File: src/rtl/compmag_bist.sv
// compmag_bist: self-test engine for a W-bit magnitude comparator.
// Drives pseudo-random operand pairs (two 16-bit Fibonacci LFSRs) onto a/b,
// samples the comparator flags after SETTLE extra cycles, checks them against
// an internal unsigned compare and counts mismatches (saturating).
//
// Ports:
//   clk, rst          rising-edge clock, synchronous active-high reset
//   start             run request, accepted only in IDLE or DONE
//   a, b              registered operands to the comparator
//   aeqb, agtb, altb  comparator flags under test
//   busy              high while a run is in progress (SETTLE/CHECK)
//   done, pass        run finished / finished with zero mismatches
//   erros             saturating mismatch count
//   vec_cnt           vectors checked so far
//
// Optional build macro COMPMAG_BIST_FIRSTFAIL_EN adds fail_a, fail_b,
// fail_idx and fail_seen, which capture the first mismatching vector of a run.
module compmag_bist #(
  parameter int unsigned W      = 7,
  parameter int unsigned NVEC   = 500,
  parameter int unsigned SETTLE = 0,
  parameter int unsigned ERRW   = 16,
  parameter logic [15:0] SEED_A = 16'hACE1,
  parameter logic [15:0] SEED_B = 16'h1D2C
) (
  input  logic            clk,
  input  logic            rst,
  input  logic            start,
  output logic [W-1:0]    a,
  output logic [W-1:0]    b,
  input  logic            aeqb,
  input  logic            agtb,
  input  logic            altb,
  output logic            busy,
  output logic            done,
  output logic            pass,
  output logic [ERRW-1:0] erros,
`ifdef COMPMAG_BIST_FIRSTFAIL_EN
  output logic [W-1:0]    fail_a,
  output logic [W-1:0]    fail_b,
  output logic [15:0]     fail_idx,
  output logic            fail_seen,
`endif
  output logic [15:0]     vec_cnt
);

  localparam int unsigned LFSR_W = 16;
  localparam int unsigned CNT_W  = 16;
  localparam int unsigned WAIT_W = 4;
  localparam logic [CNT_W-1:0]  LAST_IDX    = CNT_W'(NVEC - 1);
  localparam logic [WAIT_W-1:0] SETTLE_INIT = WAIT_W'(SETTLE);
  localparam logic [ERRW-1:0]   ERR_MAX     = {ERRW{1'b1}};

  typedef enum logic [1:0] {ST_IDLE, ST_SETTLE, ST_CHECK, ST_DONE} state_t;

  // Fibonacci step, taps x^16+x^14+x^13+x^11+1
  function automatic logic [LFSR_W-1:0] lfsr_step(input logic [LFSR_W-1:0] q);
    return {q[14:0], q[15] ^ q[13] ^ q[12] ^ q[10]};
  endfunction

  state_t              state_q, state_d;
  logic [LFSR_W-1:0]   lfsr_a_q, lfsr_a_d, lfsr_b_q, lfsr_b_d;
  logic [WAIT_W-1:0]   wait_q, wait_d;
  logic [W-1:0]        a_d, b_d;
  logic [ERRW-1:0]     erros_d;
  logic [CNT_W-1:0]    vec_cnt_d;
  logic                busy_d, done_d, pass_d;
  logic [2:0]          golden;
  logic                mismatch;
`ifdef COMPMAG_BIST_FIRSTFAIL_EN
  logic [W-1:0]        fail_a_d, fail_b_d;
  logic [CNT_W-1:0]    fail_idx_d;
  logic                fail_seen_d;
`endif

  // Next-state and datapath update
  always_comb begin
    state_d   = state_q;
    lfsr_a_d  = lfsr_a_q;
    lfsr_b_d  = lfsr_b_q;
    wait_d    = wait_q;
    a_d       = a;
    b_d       = b;
    erros_d   = erros;
    vec_cnt_d = vec_cnt;
    golden    = {a == b, a > b, a < b};
    mismatch  = 1'b0;
`ifdef COMPMAG_BIST_FIRSTFAIL_EN
    fail_a_d    = fail_a;
    fail_b_d    = fail_b;
    fail_idx_d  = fail_idx;
    fail_seen_d = fail_seen;
`endif

    case (state_q)
      ST_IDLE, ST_DONE: begin
        if (start) begin
          lfsr_a_d  = SEED_A;
          lfsr_b_d  = SEED_B;
          a_d       = SEED_A[W-1:0];
          b_d       = SEED_B[W-1:0];
          erros_d   = '0;
          vec_cnt_d = '0;
          wait_d    = SETTLE_INIT;
          state_d   = (SETTLE > 0) ? ST_SETTLE : ST_CHECK;
`ifdef COMPMAG_BIST_FIRSTFAIL_EN
          fail_a_d    = '0;
          fail_b_d    = '0;
          fail_idx_d  = '0;
          fail_seen_d = 1'b0;
`endif
        end
      end
      ST_SETTLE: begin
        wait_d = wait_q - WAIT_W'(1);
        if (wait_q == WAIT_W'(1)) state_d = ST_CHECK;
      end
      ST_CHECK: begin
        mismatch = ({aeqb, agtb, altb} != golden);
        if (mismatch && (erros != ERR_MAX)) erros_d = erros + ERRW'(1);
`ifdef COMPMAG_BIST_FIRSTFAIL_EN
        if (mismatch && !fail_seen) begin
          fail_a_d    = a;
          fail_b_d    = b;
          fail_idx_d  = vec_cnt;
          fail_seen_d = 1'b1;
        end
`endif
        vec_cnt_d = vec_cnt + CNT_W'(1);
        if (vec_cnt == LAST_IDX) begin
          state_d = ST_DONE;
        end else begin
          lfsr_a_d = lfsr_step(lfsr_a_q);
          lfsr_b_d = lfsr_step(lfsr_b_q);
          a_d      = lfsr_a_d[W-1:0];
          b_d      = lfsr_b_d[W-1:0];
          wait_d   = SETTLE_INIT;
          state_d  = (SETTLE > 0) ? ST_SETTLE : ST_CHECK;
        end
      end
      default: state_d = ST_IDLE;
    endcase

    busy_d = (state_d == ST_SETTLE) || (state_d == ST_CHECK);
    done_d = (state_d == ST_DONE);
    pass_d = done_d && (erros_d == '0);
  end

  // State and output registers
  always_ff @(posedge clk) begin
    if (rst) begin
      state_q  <= ST_IDLE;
      lfsr_a_q <= SEED_A;
      lfsr_b_q <= SEED_B;
      wait_q   <= '0;
      a        <= '0;
      b        <= '0;
      erros    <= '0;
      vec_cnt  <= '0;
      busy     <= 1'b0;
      done     <= 1'b0;
      pass     <= 1'b0;
`ifdef COMPMAG_BIST_FIRSTFAIL_EN
      fail_a    <= '0;
      fail_b    <= '0;
      fail_idx  <= '0;
      fail_seen <= 1'b0;
`endif
    end else begin
      state_q  <= state_d;
      lfsr_a_q <= lfsr_a_d;
      lfsr_b_q <= lfsr_b_d;
      wait_q   <= wait_d;
      a        <= a_d;
      b        <= b_d;
      erros    <= erros_d;
      vec_cnt  <= vec_cnt_d;
      busy     <= busy_d;
      done     <= done_d;
      pass     <= pass_d;
`ifdef COMPMAG_BIST_FIRSTFAIL_EN
      fail_a    <= fail_a_d;
      fail_b    <= fail_b_d;
      fail_idx  <= fail_idx_d;
      fail_seen <= fail_seen_d;
`endif
    end
  end

endmodule

File: config.mk
export PLATFORM = sky130hd
export DESIGN_NAME = compmag_bist
export DESIGN_NICKNAME = d
export VERILOG_FILES = /design/src/rtl/compmag_bist.sv
export SDC_FILE = /design/constraint.sdc
export NUM_CORES = 1
export LEC_CHECK = 0
export CORE_MARGIN = 2
export CORE_UTILIZATION = 60
export CTS_BUF_LIST = sky130_fd_sc_hd__clkbuf_4 sky130_fd_sc_hd__clkbuf_8
export DETAILED_ROUTE_END_ITERATION = 16
export PLACE_DENSITY = 0.87
export SYNTH_ARGS = -nofsm -noshare
export SYNTH_HDL_FRONTEND = slang
export SYNTH_SLANG_ARGS = --single-unit
File: constraint.sdc
create_clock -name clk -period 4.45 [get_ports clk]
set_input_delay 0.89 -clock clk [delete_from_list [all_inputs] [get_ports clk]]
set_output_delay 0.89 -clock clk [all_outputs]
set_load 0.02 [all_outputs]
==> results of run 1 <==
[final cells by class]
| cell class | instances | area [µm²] | area share (%) |
|---|---|---|---|
| multi-input combinational | 317 | 2010 | 44.8 |
| sequential | 79 | 1580 | 35.2 |
| timing repair buffer | 57 | 563 | 12.5 |
| clock buffer | 12 | 159 | 3.53 |
| tap | 75 | 93.8 | 2.09 |
| clock inverter | 4 | 30.0 | 0.668 |
| inverter | 15 | 56.3 | 1.25 |
[worst reg2reg max path, delay by kind of cell, from the launching register on]
kind | cells | cell delay, ns
flip-flops | 1 | 0.34
AO/OA/AOI/OAI | 3 | 0.52
adder cells (fa/ha/maj) | 2 | 0.75
buffers and inverters | 1 | 0.06
AND/OR/NAND/NOR | 6 | 1.41
[sequential cells by signal, summed over array words and instances, names as in the netlist]
name and count:
lfsr_b_q 13, b 6, done 1, a 7, vec_cnt 16, state_q 2, busy 1, pass 1
lfsr_a_q 12, wait_q 4, erros 16
[where the power goes]
group          switching (mW)  internal (mW)  total (mW)
registers              0.0238          0.736       0.760
logic                   0.139         0.0897       0.229
clock network           0.261          0.241       0.501
[worst paths after layout]
check | from | to | slack [ns] | cells past startpoint
setup / recovery | state_q[0] | pass | 1.30 | 12
hold / removal | lfsr_b_q[7] | lfsr_b_q[7] | 0.47 | 2
setup reg to reg | state_q[0] | pass | 1.30 | 12
hold reg to reg | lfsr_b_q[7] | lfsr_b_q[7] | 0.47 | 2
[logic make-up (layout without fill, tap and decap cells)]
family,Yosys count,in the layout,synth area share (%)
and+or+nand+nor,177,177,22.9
muxes,2,2,0.562
AOI/OAI and AO/OA,106,106,20.9
buffers and inverters,42,88,5.03
adders and majority gates,14,14,4.63
DFF,79,79,41.8
xor gates and xnor gates,18,18,4.17
[cells in the final DEF (no fill, tap or decap), drive strengths merged, types with 7 or more instances in the layout]
| cell | n |
|---|---|
| nand2 | 34 |
| and3 | 8 |
| or3 | 8 |
| dfxtp | 79 |
| nand4 | 8 |
| xnor2 | 10 |
| xor2 | 8 |
| inv | 15 |
| o22a | 9 |
| nor4 | 7 |
| o21ai | 22 |
| o21bai | 7 |
| nand3 | 16 |
| a211oi | 7 |
| a21oi | 16 |
| nor2b | 7 |
| clkbuf | 12 |
| nor2 | 64 |
| ha | 14 |
| a22o | 10 |
| clkdlybuf4s50 | 54 |
[metal layers]
metal / vias to the layer above / wire, µm
li1: 1653 / -
met1: 1556 / 3650
met2: 118 / 4220
met3: 9 / 490
met4: 0 / 99
met5: - / 0
[per-stage QoR]
step | cells | area (µm²) | hold slack (ns) | utilization, %
after floorplan | 438 | 3780 | 0.426 | -
after global routing | 559 | 4500 | 0.487 | 75.0
final | 559 | 4500 | 0.470 | 75.0
after CTS | 559 | 4500 | 0.473 | 75.0
after detailed placement | 543 | 4310 | 0.454 | 71.9
after global placement | 543 | 4310 | 0.437 | 71.9
==> impl_metrics.json, run 1 <==
{
  "cp-start-kind": "register",
  "holdBufCountCts": 0,
  "slew_headroom_pct": 29.8,
  "clkLatencyLatePin_ns": 0.35,
  "dr.pass1.iters": 5,
  "met1_usage_pct": 32.6,
  "dieArea_mm2": 0.00696,
  "ys_seq_area_share_pct": 41.8,
  "grt_start_max_net_pins": 24,
  "dp_hpwl_um": 6000,
  "start_util_pct": 63.2,
  "hold_viol_final": 0,
  "cts_tree": "built",
  "area_delta_synth_final_pct": 18.8,
  "grt_overflow": 0,
  "die_h_um": 83.4,
  "synth_warnings": 0,
  "maxSlewViolCount": 0,
  "skew_ns": 0.0111,
  "use_met3_pct": 5.07,
  "hp-class": "register to register",
  "fmax_mhz": 317,
  "ir_worst_vdd_mv": 0.224,
  "num_antenna_cells": 0,
  "period_share_pct": 70.9,
  "vias": 3336,
  "synth_edf_count": 0,
  "finalSetupViolCount": 0,
  "route.detailed.drc": 0,
  "wl_per_cell_um": 15.1,
  "synth_cells": 438,
  "totalPowerFinal_mw": 1.49,
  "h-tree-depth": 3,
  "antenna_found_initial": 0,
  "grt_pass1_wl_um": 14600,
  "setup_slack_ns": 1.30,
  "synth_top_area_share_pct": 41.8,
  "path_cells": "inv_1, ha_1, nand2_1, nor4_1, a31oi_1, o22ai_1, ha_1, nor2b_1, o311a_1, and3_1, nand4_1, nor4_2",
  "ys.flop_type": "dfxtp_1",
  "worstPathArrival_ns": 3.42,
  "netlist.top_cell.by_area": "dfxtp_1",
  "leakage_nw": 1.66,
  "synth_common_cells": "dfxtp_1 (79), nor2_1 (64), nand2_1 (34)",
  "post_cts_buffers": 0,
  "power_density_mw_per_mm2": 331,
  "critPathMaxFanout": 20,
  "worst_pin_slew_ns": 1.05,
  "root_buffer": "clkbuf_8",
  "grt_pass1_vias": 3085,
  "synth_cell_types": 60,
  "nNetsFinal": 499,
  "yosysMostFrequentCell": "dfxtp_1",
  "netlist_area_mm2": 0.00378,
  "place_worst_setup_slack_ns": 1.14,
  "syn_area_per_cell_um2": 8.64,
  "async_flop_share_pct": 0,
  "end_kind": "register",
  "pin_count": 55,
  "cts_resized": 0,
  "use_met2_pct": 41.7,
  "grt_usage_pct": 25.2,
  "synth-seq-cells": 79,
  "cts_made_buffers": 9,
  "gr-max-usage-layer": "met2",
  "cts.sinks": 79,
  "crit_family": "simple AND/OR/NAND/NOR gates",
  "grt_setup_unrepaired": "false",
  "routed_via_density": 5.97,
  "synthesis.nets": 458,
  "slowest_delay_ns": 0.57,
  "clkSlewWorstSetupHoldPaths_ns": 0.08,
  "cp_num_buf_inv": 1,
  "drive_gt1_share_pct": 6.20,
  "crit_type": "register to register",
  "synth_area_leaders": "dfxtp_1 (42%), nor2_1 (6.3%), ha_1 (4.6%)",
  "cp_common_cell": "ha_1",
  "nFillCells": 451,
  "finalSetupTns_ns": 0,
  "max-cap-violations": 0,
  "cp_slowest_cell": "ha_1",
  "rows": 28,
  "io_buffers": 54,
  "status": "complete, no violations",
  "period_minus_slack_ns": 3.15,
  "routed_wirelength_um": 8460,
  "cp.required_ns": 4.71,
  "clockBufferDepth": 2,
  "die_w_um": 83.4,
  "ant_nets": 0,
  "dr.first_iter.drc_count": 258,
  "globalplace.congestion": 0.980,
  "fp.coreArea_mm2": 0.00599
}
(Power assumes the default switching activity.)
==> inputs of run 2 (changes only) <==
--- a/config.mk
+++ b/config.mk
@@ -6,10 +6,10 @@
 export NUM_CORES = 1
 export LEC_CHECK = 0
 export CORE_MARGIN = 2
-export CORE_UTILIZATION = 60
+export CORE_UTILIZATION = 56
 export CTS_BUF_LIST = sky130_fd_sc_hd__clkbuf_4 sky130_fd_sc_hd__clkbuf_8
 export DETAILED_ROUTE_END_ITERATION = 16
-export PLACE_DENSITY = 0.87
+export PLACE_DENSITY = 0.82
 export SYNTH_ARGS = -nofsm -noshare
 export SYNTH_HDL_FRONTEND = slang
 export SYNTH_SLANG_ARGS = --single-unit
==> constraint.sdc (replaced) <==
create_clock -name clk -period 3.08 [get_ports clk]
set_input_delay 0.616 -clock clk [delete_from_list [all_inputs] [get_ports clk]]
set_output_delay 0.616 -clock clk [all_outputs]
set_load 0.02 [all_outputs]
==> run 2 against run 1 <==
Compared with the run above: clock power grew 48%; critical endpoint unchanged; critical path type unchanged; wire length grew 4.4%; critical path depth shrank 1; final cell count grew 2.7%; total power grew 47%; combinational power grew 58%; non-clock buffer count grew 15; setup slack lost 1.1 ns; clock skew shrank 0.0036 ns; register-to-register slack lost 1.1 ns.
==> impl_metrics.json, run 2 (synthesis results as in run 1) <==
{
  "status": "complete, no violations",
  "grt_pass1_vias": 3104,
  "nNetsFinal": 514,
  "setup_slack_ns": 0.158,
  "worstHoldPathCells": 1,
  "holdBufCountCts": 0,
  "nFillCells": 503,
  "routed_via_density": 6.04,
  "antenna_found_initial": 0,
  "skew_ns": 0.00747,
  "cts_resized": 0,
  "worstPathArrival_ns": 3.20,
  "die_w_um": 86.2,
  "ant_nets": 0,
  "crit_family": "compound AO/OA/AOI/OAI gates",
  "dpl.cell_count": 556,
  "clkSlewWorstSetupHoldPaths_ns": 0.08,
  "slew_headroom_pct": 41.0,
  "cts_made_buffers": 9,
  "hp-class": "register to register",
  "dr.pass1.iters": 5,
  "h-tree-depth": 3,
  "hold_viol_final": 0,
  "grt_pass1_wl_um": 14500,
  "finalSetupTns_ns": 0,
  "period_minus_slack_ns": 2.92,
  "route.detailed.drc": 0,
  "most-common-layout-cells": "dfxtp_1 (79), nor2_1 (64), clkdlybuf4s50_1 (54)",
  "grt_setup_unrepaired": "false",
  "die_h_um": 86.2,
  "clock_power_share_pct": 33.7,
  "reg2reg_depth": 11,
  "cts_tree": "built",
  "finalSetupViolCount": 0,
  "rows": 29,
  "fp.coreArea_mm2": 0.00646,
  "grt_usage_pct": 24.5,
  "end_kind": "register",
  "clkLatencyLatePin_ns": 0.36,
  "cp_num_cells": 11,
  "cp_slowest_cell": "o41a_4",
  "wl_per_cell_um": 15.4,
  "min-delay-start": "lfsr_a_q[11]",
  "seqPwrFrac_pct": 49.8,
  "p_int_mw": 1.58,
  "r2r_start": "lfsr_b_q[6]",
  "pin_count": 55,
  "vias": 3465,
  "clockBufferDepth": 2,
  "power_density_mw_per_mm2": 477,
  "path_cells": "inv_1, ha_1, nand4_2, or2_1, xnor2_1, o41a_4, o21ai_4, or4_1, nand3_1, a2111o_1, nor4_2",
  "startpoint": "lfsr_b_q[6]",
  "root_buffer": "clkbuf_8",
  "critPathMaxFanout": 8,
  "maxSlewViolCount": 0,
  "worst_pin_slew_ns": 0.881,
  "period_share_pct": 94.9,
  "globalplace.congestion": 0.991,
  "switching_share_pct": 27.8,
  "drive_gt1_share_pct": 8.65,
  "slowest_delay_ns": 0.41,
  "io_buffers": 54,
  "hold_ws_ns": 0.469,
  "top_regs": "erros (16), vec_cnt (16), lfsr_b_q (13)",
  "area_delta_synth_final_pct": 21.6,
  "p_switching_uw": 610,
  "utilization_pct": 71.3,
  "ir_worst_vdd_mv": 0.304,
  "dp_hpwl_um": 6220,
  "num_antenna_cells": 0,
  "dieArea_mm2": 0.00743,
  "totalPowerFinal_mw": 2.19,
  "cp-start-kind": "register",
  "fmax_mhz": 342,
  "start_util_pct": 58.6,
  "cp_num_buf_inv": 1,
  "final_common_cell": "dfxtp_1",
  "grt_start_max_net_pins": 20,
  "place_worst_setup_slack_ns": 0.167,
  "leakage_nw": 1.73,
  "cts.sinks": 79,
  "crit_type": "register to register",
  "final_area_mm2": 0.00460,
  "cp.required_ns": 3.35,
  "max-cap-violations": 0,
  "dpl-instance-area_mm2": 0.00439,
  "grt_overflow": 0,
  "p_comb_share_pct": 16.5,
  "routed_wirelength_um": 8830,
  "dr.first_iter.drc_count": 239,
  "final_cells": 574
}
## run 2: worst paths after layout
kind / endpoint / slack, ns
setup / recovery: pass / 0.16
hold / removal: lfsr_a_q[11] / 0.47
setup reg to reg: pass / 0.16
hold reg to reg: lfsr_a_q[11] / 0.47
## run 2: cell type report
type	instances	area [µm²]	area share [%]
multi-input cells	317	2010	43.7
flip-flops and latches	79	1580	34.4
repair buffers	72	676	14.7
clock buffers	10	131	2.85
well taps	77	96.3	2.09
inverters	15	56.3	1.22
clock inverters	4	48.8	1.06
## run 2: what timing repair did
action                     CTS  global route
hold endpoints to repair     0             0
setup endpoints to repair    0             1
setup buffers                0             4
## run 2: worst register-to-register path: cells and delay by family (launching register included)
family	cells	cell delay, ns
AOI/OAI and AO/OA	3	1.07
adders and majority gates	1	0.33
and+or+nand+nor	5	0.89
DFF	1	0.34
xor gates and xnor gates	1	0.14
buffers and inverters	1	0.08
## run 2: power by group through the flow
stage	registers [mW]	logic [mW]	clock network, mW
after floorplan	1.13	0.221	0
after global placement	1.12	0.340	0
after detailed placement	1.12	0.348	0
after CTS	1.09	0.353	0.748
after global routing	1.10	0.394	0.795
final	1.09	0.362	0.739
## run 2: metal layers
layer  share of wire, %  track usage, %  vias up
li1                   -               -     1681
met1                 44            31.7     1621
met2                 46            40.0      140
met3                7.1            5.90       23
met4                1.9            9.09        0
met5                  0               0        -
